[src/rtl/prog_store.sv]
// prog_store: writable 16x8 program memory for the 4-bit CPU.
// The CPU fetches combinationally through `address`/`instr`. A nibble-serial
// loader, driven from slow asynchronous pins, rewrites the memory while the
// CPU is held in reset through `cpu_rst_n`.
//
// Ports
//   clk        in   system clock
//   n_reset    in   asynchronous active-low reset
//   address    in   [3:0] fetch address (CPU program counter)
//   instr      out  [7:0] mem[address] in RUN, 0x00 while loading
//   prog_mode  in   asynchronous level, high selects loading
//   nib_stb    in   asynchronous strobe, each rising edge presents a nibble
//   nib_data   in   [3:0] nibble value, stable around the strobe
//   cpu_rst_n  out  registered active-low CPU reset, low while loading
//   load_ptr   out  [3:0] next byte address the loader writes
//   full       out  sticky, set once all 16 bytes written this session
//
// Build option: define PROG_STORE_DEFAULT_ROM_EN to reset the memory to the
// timer demo image; otherwise reset clears every byte to 0x00.
//
// state | meaning
// ------+---------------------------------------------------------
// RUN   | CPU running, memory readable, loader idle
// LD_LO | loading, waiting for the low nibble of the next byte
// LD_HI | loading, low nibble held, waiting for the high nibble

module prog_store (
    input  logic       clk,
    input  logic       n_reset,
    input  logic [3:0] address,
    output logic [7:0] instr,
    input  logic       prog_mode,
    input  logic       nib_stb,
    input  logic [3:0] nib_data,
    output logic       cpu_rst_n,
    output logic [3:0] load_ptr,
    output logic       full
);

    typedef enum logic [1:0] {RUN, LD_LO, LD_HI} state_t;

`ifdef PROG_STORE_DEFAULT_ROM_EN
    localparam logic [7:0] ROM_IMG [16] = '{
        8'hB7, 8'h01, 8'hE1, 8'h01, 8'hE3, 8'hB6, 8'h01, 8'hE6,
        8'h01, 8'hE8, 8'hB0, 8'hB4, 8'h01, 8'hEA, 8'hB8, 8'hFF
    };
`else
    localparam logic [7:0] ROM_IMG [16] = '{default: 8'h00};
`endif

    state_t     state;
    logic [7:0] mem [16];
    logic [3:0] low_nib;

    logic pm_q1, pm_s;
    logic stb_q1, stb_s, stb_d;
    logic stb_rise;

    always_ff @(posedge clk or negedge n_reset) begin
        if (!n_reset) begin
            pm_q1  <= 1'b0;
            pm_s   <= 1'b0;
            stb_q1 <= 1'b0;
            stb_s  <= 1'b0;
            stb_d  <= 1'b0;
        end else begin
            pm_q1  <= prog_mode;
            pm_s   <= pm_q1;
            stb_q1 <= nib_stb;
            stb_s  <= stb_q1;
            stb_d  <= stb_s;
        end
    end

    assign stb_rise = stb_s & ~stb_d;

    // Memory lives in the same reset domain so a reset mid-load restores
    // the build's default image.
    always_ff @(posedge clk or negedge n_reset) begin
        if (!n_reset) begin
            state     <= RUN;
            load_ptr  <= 4'd0;
            full      <= 1'b0;
            low_nib   <= 4'd0;
            cpu_rst_n <= 1'b0;
            for (int i = 0; i < 16; i++) begin
                mem[i] <= ROM_IMG[i];
            end
        end else begin
            cpu_rst_n <= (state == RUN);
            case (state)
                RUN: begin
                    if (pm_s) begin
                        state    <= LD_LO;
                        load_ptr <= 4'd0;
                        full     <= 1'b0;
                        low_nib  <= 4'd0;
                    end
                end
                LD_LO: begin
                    // Exit takes priority over a coincident strobe.
                    if (!pm_s) begin
                        state <= RUN;
                    end else if (stb_rise) begin
                        low_nib <= nib_data;
                        state   <= LD_HI;
                    end
                end
                LD_HI: begin
                    if (!pm_s) begin
                        state <= RUN;
                    end else if (stb_rise) begin
                        mem[load_ptr] <= {nib_data, low_nib};
                        load_ptr      <= load_ptr + 4'd1;
                        if (load_ptr == 4'hF) begin
                            full <= 1'b1;
                        end
                        state <= LD_LO;
                    end
                end
                default: state <= RUN;
            endcase
        end
    end

    // Blank the fetch port while loading so a half-written image is never run.
    assign instr = (state == RUN) ? mem[address] : 8'h00;

endmodule

[config.mk]
export PLATFORM = sky130hd
export DESIGN_NAME = prog_store
export DESIGN_NICKNAME = d
export VERILOG_FILES = /design/src/rtl/prog_store.sv
export SDC_FILE = /design/constraint.sdc
export NUM_CORES = 1
export LEC_CHECK = 0
export CORE_MARGIN = 3
export CORE_UTILIZATION = 63
export CTS_BUF_LIST = sky130_fd_sc_hd__clkbuf_8
export CTS_CLUSTER_DIAMETER = 150
export DETAILED_ROUTE_END_ITERATION = 10
export PLACE_DENSITY = 0.82
export SETUP_SLACK_MARGIN = 0.05
export SLEW_MARGIN = 0
export SYNTH_ARGS = -nofsm -noshare
export SYNTH_HDL_FRONTEND = slang
export SYNTH_SLANG_ARGS = --single-unit
[constraint.sdc]
create_clock -name clk -period 2.6 [get_ports clk]
set_clock_uncertainty 0.15 [all_clocks]
set_input_delay 0.26 -clock clk [delete_from_list [all_inputs] [get_ports clk]]
set_output_delay 0.26 -clock clk [all_outputs]
set_load 0.05 [all_outputs]
Word-level counts from Yosys, hierarchy flattened:

Cells that the tools add are included.

* bits in read-only memories: 0
* latch bits: 0
* output and inout port bits: 14
* input bits: 12
* memories: 0
* RAM bits: 0
* word-level logic and storage cells: 79
* register bits: 145

* bitwise gates (word level): 4
* multiplexer cells: 25
* divide/modulo/power cells: 0
* reductions and logical operators: 9
* shift-type cells: 0
* add/subtract/negate cells: 1
* magnitude comparators: 3
* multiply operators: 0
* equal/unequal tests: 11

Operator list (number)
* $bwmux 128: 1
* $bmux 8 s4: 1
* $demux 8 s4: 1
* $mux 8: 4
* $mux 4: 5
* $pmux 4 s2: 2
* $ne 2x2->1 const B: 6
* $ge 5x5->1 const B: 2
* $mux 2: 5
* $not 4->5: 2
* $reduce_and 4->1: 2
* $ne 3x3->1 const B: 2
* $pmux 2 s3: 1
* $reduce_and 3->1: 2
* $lt 5x1->1 const B: 1
* $reduce_and 5->1: 1
* $add 4x1->4 const B: 1
* $eq 4x4->1 const B: 1
* $mux 1: 4
* $reduce_bool 2->1: 2
* $eq 2x1->1 const B: 1
* $eq 2x2->1 const B: 1
* $logic_not 2->1: 1
* $pmux 1 s2: 1
* other kinds (3): 3

Longest topological paths before layout:

Gate-level depths: netlist of run 1.

* word-level depth: 6
* mapped depth: 8
* mapped depth without buffers: 5

Least setup slack after synthesis of run 1:

Ideal clock, no wire load.

* path kind: reg-to-output
* from: register state[1]
* to: output instr[5]
* arrival: 1.755 ns
* slack: 0.435 ns
* stages on the path, launching flop included: 4
* cells stage by stage: dfrtp_1 > clkbuf_1 > nor4_1 > a221o_1

* cells in the longest elaborated chain, start to end: 2

RTL lines
* start: declaration: RTL line 51 `state_t state;`
* start signal: assignment: RTL line 81 `state <= RUN;`
* start signal: assignment: RTL line 94 `state <= LD_LO;`
* start signal: assignment: RTL line 103 `state <= RUN;`
* $logic_not 2->1: RTL line 127 `assign instr = (state == RUN) ? mem[address] : 8'h00;`
* $mux 8: RTL line 127
* end: declaration: RTL line 31 `output logic [7:0] instr,`

Every way passes these cells.

Worst setup path in the final report of run 1:

* from: register state[1]
* to: output instr[6]

Same word-level chain as after synthesis.

==> reports/results.ini, run 1 <==
[clock_network]
clock-sinks = 145
cts_tree = yes
cts_root_buffer = clkbuf_8
clkTransAtPathRegs_ps = 90
worstSkewPairLatency_ps = 430
cts.path.max_buffers = 2
cts_buffers = 17
htreeDepth = 4

[logic_synthesis]
synth-compound-area-share = 0.0504
synth.distinct_cells = 37
async_flop_share = 1.00
yosys.area_share.simple = 0.0591
synth-edff-count = 0
synth_area_um2 = 6710
ys.flop_type = dfrtp_1
synth_adder_area_share = 0.00746
synthesis.nets = 473
yosys_warnings = 0
seq_area_frac_synth = 0.541
synth_xor_area_frac = 0.00131
muxShareOfSynthArea = 0.319
synth_top_family_by_area = multiplexers
synth_area_per_cell_um2 = 14.7
ys_seq_elements = 145
synth_cells = 457

[sta]
tightestPinTransition_ps = 675
finalHoldViolCount = 0
max_slew_margin = 0.549
setup_viol = 0
rsz0062_at_grt = no
fin_crit_sh = 0.947
fin_crit_ps = 2460
setup_total_negative_slack_ps = 0
clock.fmax_ghz = 0.406
fin_ws_ps = 138
slew_viol_final = 0

[worst_setup_path]
arrival_ps = 2050
r2r_cells = 5
critPathMaxFanout = 14
path_class = reg2out
cp-start-kind = flip-flop
required_ps = 2190
end_kind = output port

[outcome]
status = finished clean

[power]
power_leakage_nw = 3.71
powerDensity_nw_per_um2 = 631
p_total_mw = 4.91
ir_drop_mv = 0.426

[global_route]
grt_usage = 0.278
grt_pass1_wl_um = 24400
antenna_found_initial = 0
grt_max_degree = 72
grt_pass1_vias = 4413
overflow = 0

[drt]
viasPerCell = 6.30
antenna_left = 0
vias = 4116
drt_pass1_iterations = 5
finalWirelength_um = 15200
drtIter0Drc = 339
route.detailed.wl_per_inst_um = 23.3
route.detailed.drc = 0

[floorplanning]
fp.dieW_um = 109
io_pins = 26
rows = 37
fp.dieH_um = 109
start_util = 0.650
core-area_um2 = 10300
die_area_um2 = 11900

[cells_and_area]
drive_gt1_frac = 0.449
final_cell_mix = 143 x dfrtp_1, 129 x mux2_2, 28 x mux2i_1, 28 x buf_4, 21 x clkbuf_8
nNetsFinal = 521
antenna_cells = 0
final_common_cell = dfrtp_1
area_growth_pct = 16.0
n_fill_cell = 628

[placed_design]
dp_hpwl_um = 9740
port_buffers = 25
gp_congestion = 0.843
preCtsSetupSlack_ps = 63.6

[worst_hold_path]
hold_path.class = in2reg
hold_depth = 1

[flow_run]
drv_cap = 0

per-stage QoR:
stage	util	area [µm²]	cells	hold WS, ps
global route	0.753	7780	653	110
CTS	0.752	7760	653	112
floorplan	-	6710	457	-186
finish	0.753	7780	653	124
global placement	0.703	7260	621	160
detailed placement	0.703	7260	621	164
path summary, 6_finish.rpt:
check	startpoint	to	slack, ps
setup reg to reg	state[1]$_DFFE_PN0P_	mem[74]$_DFFE_PN0P_	380
hold / removal	prog_mode	pm_q1$_DFF_PN0_	120
max in group asynchronous	n_reset	mem[121]$_DFFE_PN0P_	1320
min in group asynchronous	n_reset	load_ptr[3]$_DFFE_PN0P_	260
hold reg to reg	pm_q1$_DFF_PN0_	pm_s$_DFF_PN0_	200
setup / recovery	state[1]$_DFFE_PN0P_	instr[6]	140
report_power, final:
| group | leakage [nW] | switching, mW | total, mW | internal [mW] |
|---|---|---|---|---|
| Combinational | 1.53 | 0.220 | 0.390 | 0.170 |
| Sequential | 1.93 | 0.0638 | 2.37 | 2.30 |
| Clock | 0.249 | 0.817 | 2.15 | 1.34 |
area by class of cell:
type / instances / area (µm²) / area share
inverters: 2 / 7.51 / 0.000965
multi-input cells: 284 / 2930 / 0.377
repair buffers: 55 / 543 / 0.0698
clock inverters: 10 / 205 / 0.0264
flip-flops and latches: 145 / 3630 / 0.467
clock buffers: 21 / 289 / 0.0372
well taps: 136 / 170 / 0.0219
timing repair:
action / 4_1_cts / 5_1_grt
hold buffers: 1 / 0
endpoints found under the hold margin: 68 / 0
endpoints found under the setup margin: 6 / 6
gates resized for setup: 1 / 6
setup buffers: 0 / 0
logic make-up after synthesis:
family | Yosys count
compound gates | 41
xor+xnor | 1
simple gates | 63
flops | 145
buf+inv | 28
fa+ha+maj | 4
mux | 175
per-layer routing:
metal / share of wire / track usage
met4: 0.024 / 0.0997
met1: 0.41 / 0.369
met2: 0.51 / 0.462
met3: 0.056 / 0.0509
met5: 0 / 0
flip-flops by register name, summed over array words and instances, names as in the netlist, 2 cells and up:
register and count:
mem 128, load_ptr 4, low_nib 4, state 2
synthesized netlist by cell type (2+ instances only):
cell type	number	area (µm²)
nor2_1	7	26.3
nor2_2	6	37.5
buf_6	4	45.0
mux2_2	129	1450
buf_2	6	30.0
ha_1	4	50.1
and2_1	2	12.5
nor3b_1	2	15.0
mux4_2	18	405
and3_1	9	56.3
nand2_1	11	41.3
o21ai_0	2	10.0
clkbuf_1	15	56.3
inv_1	2	7.51
a22oi_1	14	105
nand2b_1	5	31.3
nand3_2	3	30.0
mux2i_1	28	280
a221o_1	6	60.1
a22o_1	15	131
nand3_1	5	25.0
nor2b_1	5	31.3
dfrtp_1	145	3630
critical path: stages (launching register included):
cell and delay (ps):
dfrtp_2 430, nor2_1 70, and2_2 310, a22o_1 250, a221o_1 360, buf_4 200
Note: power is estimated with default switching activity, not from simulation.
==> inputs of run 2 (changes only) <==
--- a/config.mk
+++ b/config.mk
@@ -5,11 +5,13 @@
 export SDC_FILE = /design/constraint.sdc
 export NUM_CORES = 1
 export LEC_CHECK = 0
+export ABC_AREA = 0
 export CORE_MARGIN = 3
 export CORE_UTILIZATION = 63
 export CTS_BUF_LIST = sky130_fd_sc_hd__clkbuf_8
 export CTS_CLUSTER_DIAMETER = 150
 export DETAILED_ROUTE_END_ITERATION = 10
+export MAX_ROUTING_LAYER = met4
 export PLACE_DENSITY = 0.82
 export SETUP_SLACK_MARGIN = 0.05
 export SLEW_MARGIN = 0
==> run 2 against run 1 <==
Sequential share of layout area is the same. Critical path type unchanged. Via count rose by 0.17%. Sequential power barely moved. First-iteration DRC count decreased by 6.2%. Register-to-register slack worse by 20 ps. Sequential cell count did not move. Power about the same. Core utilization did not move.
==> reports/results.ini, run 2 (same netlist as run 1, synthesis figures left out) <==
[drt]
finalWirelength_um = 15200  ; +0.37%
drt_pass1_iterations = 6  ; +1
route.detailed.wl_per_inst_um = 23.3  ; +0.37%
antenna_left = 0  ; unchanged
viasPerCell = 6.31  ; +0.17%
vias = 4123  ; +0.17%
route.detailed.drc = 0  ; unchanged
drtIter0Drc = 318  ; -6.2%

[cells_and_area]
drive_gt1_frac = 0.449  ; unchanged
final_common_cell = dfrtp_1
largest_reg_flops = 128  ; unchanged
finalInstanceArea_um2 = 7780  ; unchanged
nNetsFinal = 521  ; unchanged
largest_register = mem
final_cell_mix = 143 x dfrtp_1, 129 x mux2_2, 28 x mux2i_1, 28 x buf_4, 21 x clkbuf_8
top_regs = mem (128), load_ptr (4), low_nib (4)
antenna_cells = 0  ; unchanged
area_growth_pct = 16.0  ; unchanged

[power]
powerDensity_nw_per_um2 = 631  ; about the same
power_leakage_nw = 3.71  ; unchanged
ir_drop_mv = 0.425  ; -0.25%

[clock_network]
cts_root_buffer = clkbuf_8
post_cts_buffers = 0  ; unchanged
cts.path.max_buffers = 2  ; unchanged
clock-sinks = 145  ; unchanged
htreeDepth = 4  ; unchanged
cts_buffers = 17  ; unchanged
worstSkewPairLatency_ps = 440  ; about the same
clkTransAtPathRegs_ps = 80  ; about the same
cts_tree = yes

[floorplanning]
core-area_um2 = 10300  ; unchanged
fp.dieH_um = 109  ; unchanged
start_util = 0.650  ; unchanged
fp.dieW_um = 109  ; unchanged
rows = 37  ; unchanged
io_pins = 26  ; unchanged
die_area_um2 = 11900  ; unchanged

[global_route]
grt_max_degree = 72  ; unchanged
grt_pass1_vias = 4430  ; +0.39%
grt_usage = 0.287  ; +0.00863
antenna_found_initial = 0  ; unchanged
grt_pass1_wl_um = 24400  ; about the same
overflow = 0  ; unchanged

[placed_design]
preCtsSetupSlack_ps = 63.6  ; unchanged
dp_hpwl_um = 9740  ; unchanged
dpl-instance-area_um2 = 7260  ; unchanged
gp_congestion = 0.856  ; +1.6%
port_buffers = 25  ; unchanged

[worst_setup_path]
cp_slowest_cell = dfrtp_2
critical_path_buf_inv_count = 1  ; unchanged
required_ps = 2190  ; about the same
path_cells = nor2_1 -> and2_2 -> a22o_1 -> a221o_1 -> buf_4
cp-start-kind = flip-flop
arrival_ps = 2060  ; about the same
end_kind = output port
crit_family = compound AO/OA/AOI/OAI gates
critPathMaxFanout = 14  ; unchanged
path_class = reg2out
critPathMaxStageDelay_ps = 430  ; about the same

[sta]
setup_viol = 0  ; unchanged
fin_crit_ps = 2470  ; +5.86 ps
max_slew_margin = 0.557  ; +0.00802
fin_crit_sh = 0.949  ; +0.00225
fin_ws_ps = 132  ; -5.86 ps
rsz0062_at_grt = no
finalHoldViolCount = 0  ; unchanged
tightestPinTransition_ps = 663  ; -12.0 ps
slew_viol_final = 0  ; unchanged
setup_total_negative_slack_ps = 0  ; unchanged
clock.fmax_ghz = 0.405  ; -0.24%

[flow_run]
drv_cap = 0  ; unchanged

[worst_hold_path]
hold_path.class = in2reg

[outcome]
status = finished clean

run 2: cell counts in the layout (fill, tap and decap cells not counted):
No cell type changed its count.
run 2: routing by layer:
layer | track usage | wire length [µm] | part of all wire
met1 | 0.371 | 6250 | 0.41
met3 | 0.0527 | 791 | 0.052
met2 | 0.459 | 7820 | 0.51
met4 | 0.102 | 380 | 0.025
met5 | - | 0 | 0
run 2: through the flow:
| step | std cells | hold slack [ps] | power, mW | util |
|---|---|---|---|---|
| after floorplan | 457 | -186 | 2.62 | - |
| after global placement | 621 | 160 | 2.78 | 0.703 |
| after detailed placement | 621 | 164 | 2.79 | 0.703 |
| after CTS | 653 | 112 | 4.93 | 0.752 |
| after global routing | 653 | 107 | 5.06 | 0.753 |
| final | 653 | 115 | 4.91 | 0.753 |
run 2: worst paths after layout:
kind	slack, ps	cells after the start	end	start
max	130	5	instr[6]	state[1]$_DFFE_PN0P_
min reg2reg	200	0	pm_s$_DFF_PN0_	pm_q1$_DFF_PN0_
max in group asynchronous	1310	3	mem[60]$_DFFE_PN0P_	n_reset
min in group asynchronous	240	2	load_ptr[2]$_DFFE_PN0P_	n_reset
min	120	1	pm_q1$_DFF_PN0_	prog_mode
max reg2reg	360	5	mem[75]$_DFFE_PN0P_	state[1]$_DFFE_PN0P_
run 2: report_power, final:
group | internal (mW) | switching (mW) | leakage, nW
clock | 1.33 | 0.817 | 0.249
combinational | 0.170 | 0.220 | 1.53
sequential | 2.30 | 0.0642 | 1.93
total | 3.81 | 1.10 | 3.71
run 2: layout make-up:
class                   count  area, µm²
multi-input cells         284       2930
repair buffers             55        543
flip-flops and latches    145       3630
well taps                 136        170
inverters                   2       7.51
clock buffers              21        289
clock inverters            10        205
fillers                   628       2540
run 2: timing repair:
action	4_1_cts	5_1_grt
endpoints found under the setup margin	6	6
endpoints found under the hold margin	68	0
resized for setup	1	6
hold buffers	1	0
pin swaps	0	0
==> inputs of run 3 (changes only) <==
--- a/config.mk
+++ b/config.mk
@@ -11,6 +11,7 @@
 export CTS_BUF_LIST = sky130_fd_sc_hd__clkbuf_8
 export CTS_CLUSTER_DIAMETER = 150
 export DETAILED_ROUTE_END_ITERATION = 10
+export GPL_ROUTABILITY_DRIVEN = 0
 export MAX_ROUTING_LAYER = met4
 export PLACE_DENSITY = 0.82
 export SETUP_SLACK_MARGIN = 0.05
==> results of run 3 <==
The final DEF is identical to that of run 2; final timing and power are the same.
